### src/rtl/clockworks.sv
// -----------------------------------------------------------------------------
// clockworks - clock gearbox and reset conditioner
//
// Sits between the board oscillator/reset button and the SoC core.
//   * Divides the board clock CLK by 2^(SLOW+1) to make the core clock clk
//     (SLOW = 0 bypasses the divider and passes CLK straight through).
//   * Synchronises the raw active-low board RESET, stretches it and produces
//     the active-low core reset resetn. resetn changes only on the CLK cycle
//     where clk falls, so the core sees it as a clean synchronous reset.
//
// Parameters
//   SLOW        divider exponent, clk period = 2^(SLOW+1) CLK cycles
//   RESET_HOLD  slow ticks resetn stays low after RESET is released (>= 1)
//
// Ports
//   CLK     in   board clock, the only clock of this block
//   RESET   in   board reset, active-low, asynchronous to nothing in particular
//   clk     out  divided core clock
//   resetn  out  core reset, active-low, registered in the CLK domain
//
// State carries power-up values through declaration initialisers; there is no
// reset of this block itself (it is the thing that generates resets).
// -----------------------------------------------------------------------------
module clockworks #(
    parameter int SLOW       = 19,
    parameter int RESET_HOLD = 4
) (
    input  logic CLK,
    input  logic RESET,
    output logic clk,
    output logic resetn
);

    localparam int HW = (RESET_HOLD < 1) ? 1 : $clog2(RESET_HOLD + 1);
    localparam logic [HW-1:0] HOLD_INIT = HW'(RESET_HOLD);
    localparam logic [HW-1:0] HOLD_ONE  = HW'(1);

    // One-cycle strobe marking the CLK edge on which clk falls.
    logic tick;

    // -------------------------------------------------------------------------
    // Divider. Free running, never touched by RESET so clk keeps running while
    // the core is held in reset.
    // -------------------------------------------------------------------------
    generate
        if (SLOW == 0) begin : g_bypass
            assign clk  = CLK;
            assign tick = 1'b1;
        end else begin : g_div
            localparam logic [SLOW:0] DIV_ONE = (SLOW + 1)'(1);
            logic [SLOW:0] div_reg = '0;

            always_ff @(posedge CLK) begin
                div_reg <= div_reg + DIV_ONE;
            end

            // Straight from a flop output: no glitches on the core clock.
            assign clk  = div_reg[SLOW];
            // div all-ones now means the next edge wraps to 0, i.e. clk falls.
            assign tick = &div_reg;
        end
    endgenerate

    // -------------------------------------------------------------------------
    // RESET synchroniser (two flops) plus a priming shift register that marks
    // when the synchroniser holds real samples of RESET instead of its
    // power-up zeros.
    // -------------------------------------------------------------------------
    logic [1:0] sync_reg  = 2'b00;
    logic [1:0] prime_reg = 2'b00;
    logic       rst_s;

    assign rst_s = sync_reg[1];

    // -------------------------------------------------------------------------
    // Request latch and hold countdown.
    // -------------------------------------------------------------------------
    logic          pend_reg   = 1'b0;
    logic [HW-1:0] hold_reg   = HOLD_INIT;
    logic          resetn_reg = 1'b0;

    always_ff @(posedge CLK) begin
        sync_reg  <= {sync_reg[0], RESET};
        prime_reg <= {prime_reg[0], 1'b1};

        // pend remembers a short RESET low that fell between two ticks. The
        // tick itself samples rst_s directly, so clearing on a tick never
        // loses a request. The synchroniser's power-up zeros are not a real
        // request and are ignored, so a power-up with RESET high releases the
        // core after exactly RESET_HOLD ticks.
        if (tick) begin
            pend_reg <= 1'b0;
        end else if (!rst_s && prime_reg[1]) begin
            pend_reg <= 1'b1;
        end

        if (tick) begin
            if (pend_reg || !rst_s) begin
                // Any request, including one arriving while hold==1, restarts
                // the countdown and keeps the core in reset.
                hold_reg   <= HOLD_INIT;
                resetn_reg <= 1'b0;
            end else if (hold_reg > HOLD_ONE) begin
                hold_reg   <= hold_reg - HOLD_ONE;
            end else if (hold_reg == HOLD_ONE) begin
                hold_reg   <= '0;
                resetn_reg <= 1'b1;
            end
        end
    end

    assign resetn = resetn_reg;

endmodule

### config.mk
export PLATFORM = sky130hd
export DESIGN_NAME = clockworks
export DESIGN_NICKNAME = d
export VERILOG_FILES = /design/src/rtl/clockworks.sv
export SDC_FILE = /design/constraint.sdc
export NUM_CORES = 1
export LEC_CHECK = 0
export BUFFER_PORTS_ARGS = -buffer_cell sky130_fd_sc_hd__buf_2
export CORE_MARGIN = 2
export CORE_UTILIZATION = 51
export CTS_CLUSTER_SIZE = 25
export DETAILED_ROUTE_END_ITERATION = 10
export PLACE_DENSITY = 0.74
export SKIP_LAST_GASP = 1
export SLEW_MARGIN = 10
export SYNTH_ARGS = -nofsm -noshare
export SYNTH_HDL_FRONTEND = slang
export SYNTH_SLANG_ARGS = --single-unit
### constraint.sdc
create_clock -name CLK -period 3.6 [get_ports CLK]
set_input_delay 0.18 -clock CLK [delete_from_list [all_inputs] [get_ports CLK]]
set_output_delay 0.18 -clock CLK [all_outputs]
set_load 0.1 [all_outputs]
After elaboration in Yosys (flattened, before gate mapping)

Cells that the tools add are included.

Input port bits: 2
Output and inout bits: 2
Logic and storage cells: 21
Bits in registers: 27

Multiplexer cells: 4
$add $sub $neg: 2
Reductions and logical operators: 7
Equal/unequal tests: 2
$lt $le $gt $ge: 1

Operator list:

| operator                | count |
|---|---|
| $reduce_and A22 Y1      | 1 |
| $reduce_and A21 Y1      | 1 |
| $add A20 B1 Y20 const B | 1 |
| $reduce_and A20 Y1      | 1 |
| $mux W3                 | 2 |
| $eq A3 B1 Y1 const B    | 1 |
| $gt A3 B1 Y1 const B    | 1 |
| $reduce_bool A3 Y1      | 1 |
| $sub A3 B1 Y3 const B   | 1 |
| $mux W1                 | 2 |
| $ne A2 B2 Y1 const B    | 1 |
| $reduce_bool A2 Y1      | 1 |
| $logic_not A1 Y1        | 1 |
| $logic_or A1 B1 Y1      | 1 |

Logic depth before layout (Yosys ltp)

Depth after elaboration: 4
Gate-level depth with buffers: 5
Depth with buffers taken out: 5

Worst setup path after synthesis

Ideal clock, no wire load.

Path kind: flip-flop to flip-flop
Start: register g_div.div_reg[19]
End: register hold_reg[0] (enable)
Buffers on the path: 0
Period minus slack after synthesis: 1.946 ns
Setup slack: 1.654 ns
Cell stages (with the launch flop): 5
Required time: 3.267 ns
Setup time: 0.333 ns
Data arrival time: 1.612 ns
Cells stage by stage: dfxtp_1 nand4_1 nor2_1 nand2_1 a31oi_1

Cells in the longest elaborated chain, start to end: 1

Ends and longest elaborated chain:

| what                         | line | text |
|---|---|---|
| start: declaration           | 51   | `logic [SLOW:0] div_reg = '0;` |
| start signal: assignment     | 54   | `div_reg <= div_reg + DIV_ONE;` |
| $reduce_and A21 Y1 (no line) | -    |  |
| end signal: assignment       | 104  | `hold_reg <= hold_reg - HOLD_ONE;` |
| end: declaration             | 79   | `logic [HW-1:0] hold_reg = HOLD_INIT;` |

No other way between the ends.
A chain may end at the register's enable or synchronous reset.

Worst setup path in the final report

Start: register g_div.div_reg[0]
End: register resetn_reg (netlist: resetn) (enable)

Cells in the longest elaborated chain, start to end: 1

Ends and longest elaborated chain:

| what                         | line | text |
|---|---|---|
| $reduce_and A22 Y1 (no line) | -    |  |
| end signal: assignment       | 102  | `resetn_reg <= 1'b0;` |
| end signal: assignment       | 107  | `resetn_reg <= 1'b1;` |
| end: declaration             | 80   | `logic resetn_reg = 1'b0;` |

No other way between the ends.

==> results by group <==
STA
  • Final TNS setup: 0 ns
  • Fin crit share: 46.9%
  • Worst-margin pin slew: 0.484 ns
  • Peak Freq: 593 MHz
  • Skew final: 0.00387 ns
  • Max Transition Viols Final: 0
  • Post-route minimum period: 1.69 ns
  • Hold Violations, Final: 0
  • Endpoints failing setup: 0
  • RSZ-0062 raised after global routing: no
  • Relative max-transition margin: 67.9%

Floorplan
  • Initial Utilization: 54.9%
  • Die Area: 0.00252 mm2
  • # rows: 16
  • # IOs: 4
  • Die W: 50.2 um
  • Core Area: roughly 0.0020 mm2
  • Die Span Y: 50.2 um

Finish
  • Layout Nets: between 100 and 150
  • Ant diodes: 0
  • Ratio of cells with drive above 1 in the final layout: between 10% and 20%
  • Post-layout util: 59.2%
  • Register Area: ~580 um2
  • Filler Cell Count: 169
  • Most frequent cells in the layout: 23 x dfxtp_1, 14 x xnor2_1, 9 x nand2_1, 8 x nor2_1, 7 x inv_1
  • Layout area overhead: 7.82%
  • Commonest non-fill, non-tap cell in the layout: dfxtp_1
  • Multi-input gate area: 477 um2
  • Max FFs per register: 20

Global routing
  • Antenna violations before repair: 0
  • First-pass GRT wire length: 2.54 mm
  • Vias in the first global route: 657
  • Largest net degree at the start of global routing: 15
  • Overflow after GRT: 0
  • Tot GR Track Use: between 10% and 20%

Worst hold path
  • Hold Crit Class: reg2reg

Placed design
  • Post-DP HPWL: 1.11 mm
  • Final RePlAce weighted congestion: 0.824
  • IO Port Bufs: 3

Critical path
  • Cells along the critical path: ha_1 > nand3_1 > nor4_4 > nand2_1 > nor2_1
  • Slowest CP cell: dfxtp_1
  • WP data arrival: 1.73 ns
  • CP Data Required Time: 3.64 ns
  • Largest delay contributor family on the critical path: simple AND/OR/NAND/NOR gates
  • Crit start category: register
  • Crit. End Element: register
  • CP max stage delay: 0.41 ns
  • Crit path kind: reg2reg
  • Crit path max fanout: 6
  • Buf/Inv on CP: 0

Drt
  • Highest metal used: met4
  • WL met3: 41 um
  • Drt wl/cell: 10.9 um
  • DR pass1 iterations: 4
  • Final ANT Viol Nets: 0
  • Aggregate routed wire length: 1.47 mm
  • Met2 wire len: 698 um
  • 1st-iter DRT viols: 18
  • Met1 WL: 694 um
  • Vias: 680
  • Vias per cell: 5.04
  • DRC violations left: 0

Synthesis
  • Flops & latches, synth: 27
  • Seq/Total Area, Yosys: 53.3%
  • Main flop type after synthesis: dfxtp_1
  • Synth Warn #: 0
  • Net count after synthesis: approximately 110
  • Top cells by area, synth: dfxtp_1 42%, xnor2_1 11%, edfxtp_1 11%
  • Syn avg cell area: 10.9 um2
  • Fraction of registers with async set/reset: 0%
  • Synth top area share: 42.3%
  • Synth Instances: 100
  • Post-synth EDFFs: 4
  • Mapped cell area: 0.00109 mm2
  • Area leader, netlist: dfxtp_1
  • Number of distinct library cells after synthesis: 23

Clocking
  • CTS resizes: 0
  • Postcts setup bufs: 0
  • Worst-Skew Late Latency: 0.31 ns
  • Root buf cell: clkbuf_4
  • CTS tree: built
  • H-tree levels: 1
  • Clock Path Buffers: 2
  • Clk slew on worst S/H paths: about 0.13 ns
  • Inserted Clock Buffers: 3
  • Post-CTS Hold Fix Bufs: 1
  • Clk sinks: 27

Pwr
  • Power Dens Cells: 365 mW/mm2
  • Worst IR Drop VDD: 0.000259 V
  • Leakage dissipation: 0.437 nW
  • Power, Total: 0.429 mW

Flow run
  • Max cap viols: 0

Outcome
  • Status: completed
==> kinds of logic (layout without fill, tap and decap cells) <==
group,after synthesis,after routing,share of synthesized area (%)
adders and majority gates,3,3,3.45
buffers and inverters,8,16,2.87
AOI/OAI and AO/OA,7,7,3.91
DFF,27,27,53.3
xor gates and xnor gates,18,18,14.5
and+or+nand+nor,37,37,22.0
==> cells in the mapped netlist (2+ instances only) <==
cell type / number
edfxtp_1: 4
a21oi_1: 3
xor2_1: 4
ha_1: 3
nand3_2: 2
xnor2_1: 14
nor4_4: 2
nand4_1: 4
nand2_1: 9
or2_1: 2
inv_1: 7
dfxtp_1: 23
nor2_1: 8
nand3_1: 4
nor3_1: 3
==> per-layer routing <==
metal	global-route usage [%]	vias to the layer above
li1	-	351
met1	14.4	314
met2	23.0	11
met3	3.57	4
met4	9.72	0
met5	0	-
==> layout make-up <==
class	count	share of cell area [%]
timing repair buffer	4	2.13
multi-input combinational	65	40.6
inverter	8	2.67
sequential	27	49.5
tap	27	2.88
clock buffer	4	2.24
==> worst reg2reg max path, cell delays in order (launching register included) <==
cell,delay [ns]
dfxtp_1,0.41
ha_1,0.20
nand3_1,0.21
nor4_4,0.37
nand2_1,0.10
nor2_1,0.13
==> report_power, final <==
group	internal [mW]	leakage [nW]	switching, mW
clock network	0.0432	0.0150	0.0778
logic	0.00107	0.191	0.000238
registers	0.306	0.231	0.000214
==> final timing paths <==
path,slack [ns],cells past startpoint,start,end
worst min-delay path,0.34,0,sync_reg[0],sync_reg[1]
worst max register to register,1.91,5,g_div.div_reg[0],resetn
worst min register to register,0.34,0,sync_reg[0],sync_reg[1]
worst max-delay path,1.91,5,g_div.div_reg[0],resetn
==> stage by stage <==
step	hold slack, ns	std cells	setup WS (ns)	area, um2
after detailed placement	0.288	130	1.91	1140
after global placement	0.284	130	1.96	1140
after CTS	0.343	135	1.88	1170
after global routing	0.360	135	1.76	1170
after floorplan	0.208	100	1.65	1090
final	0.343	135	1.91	1170
(Power assumes the default switching activity.)
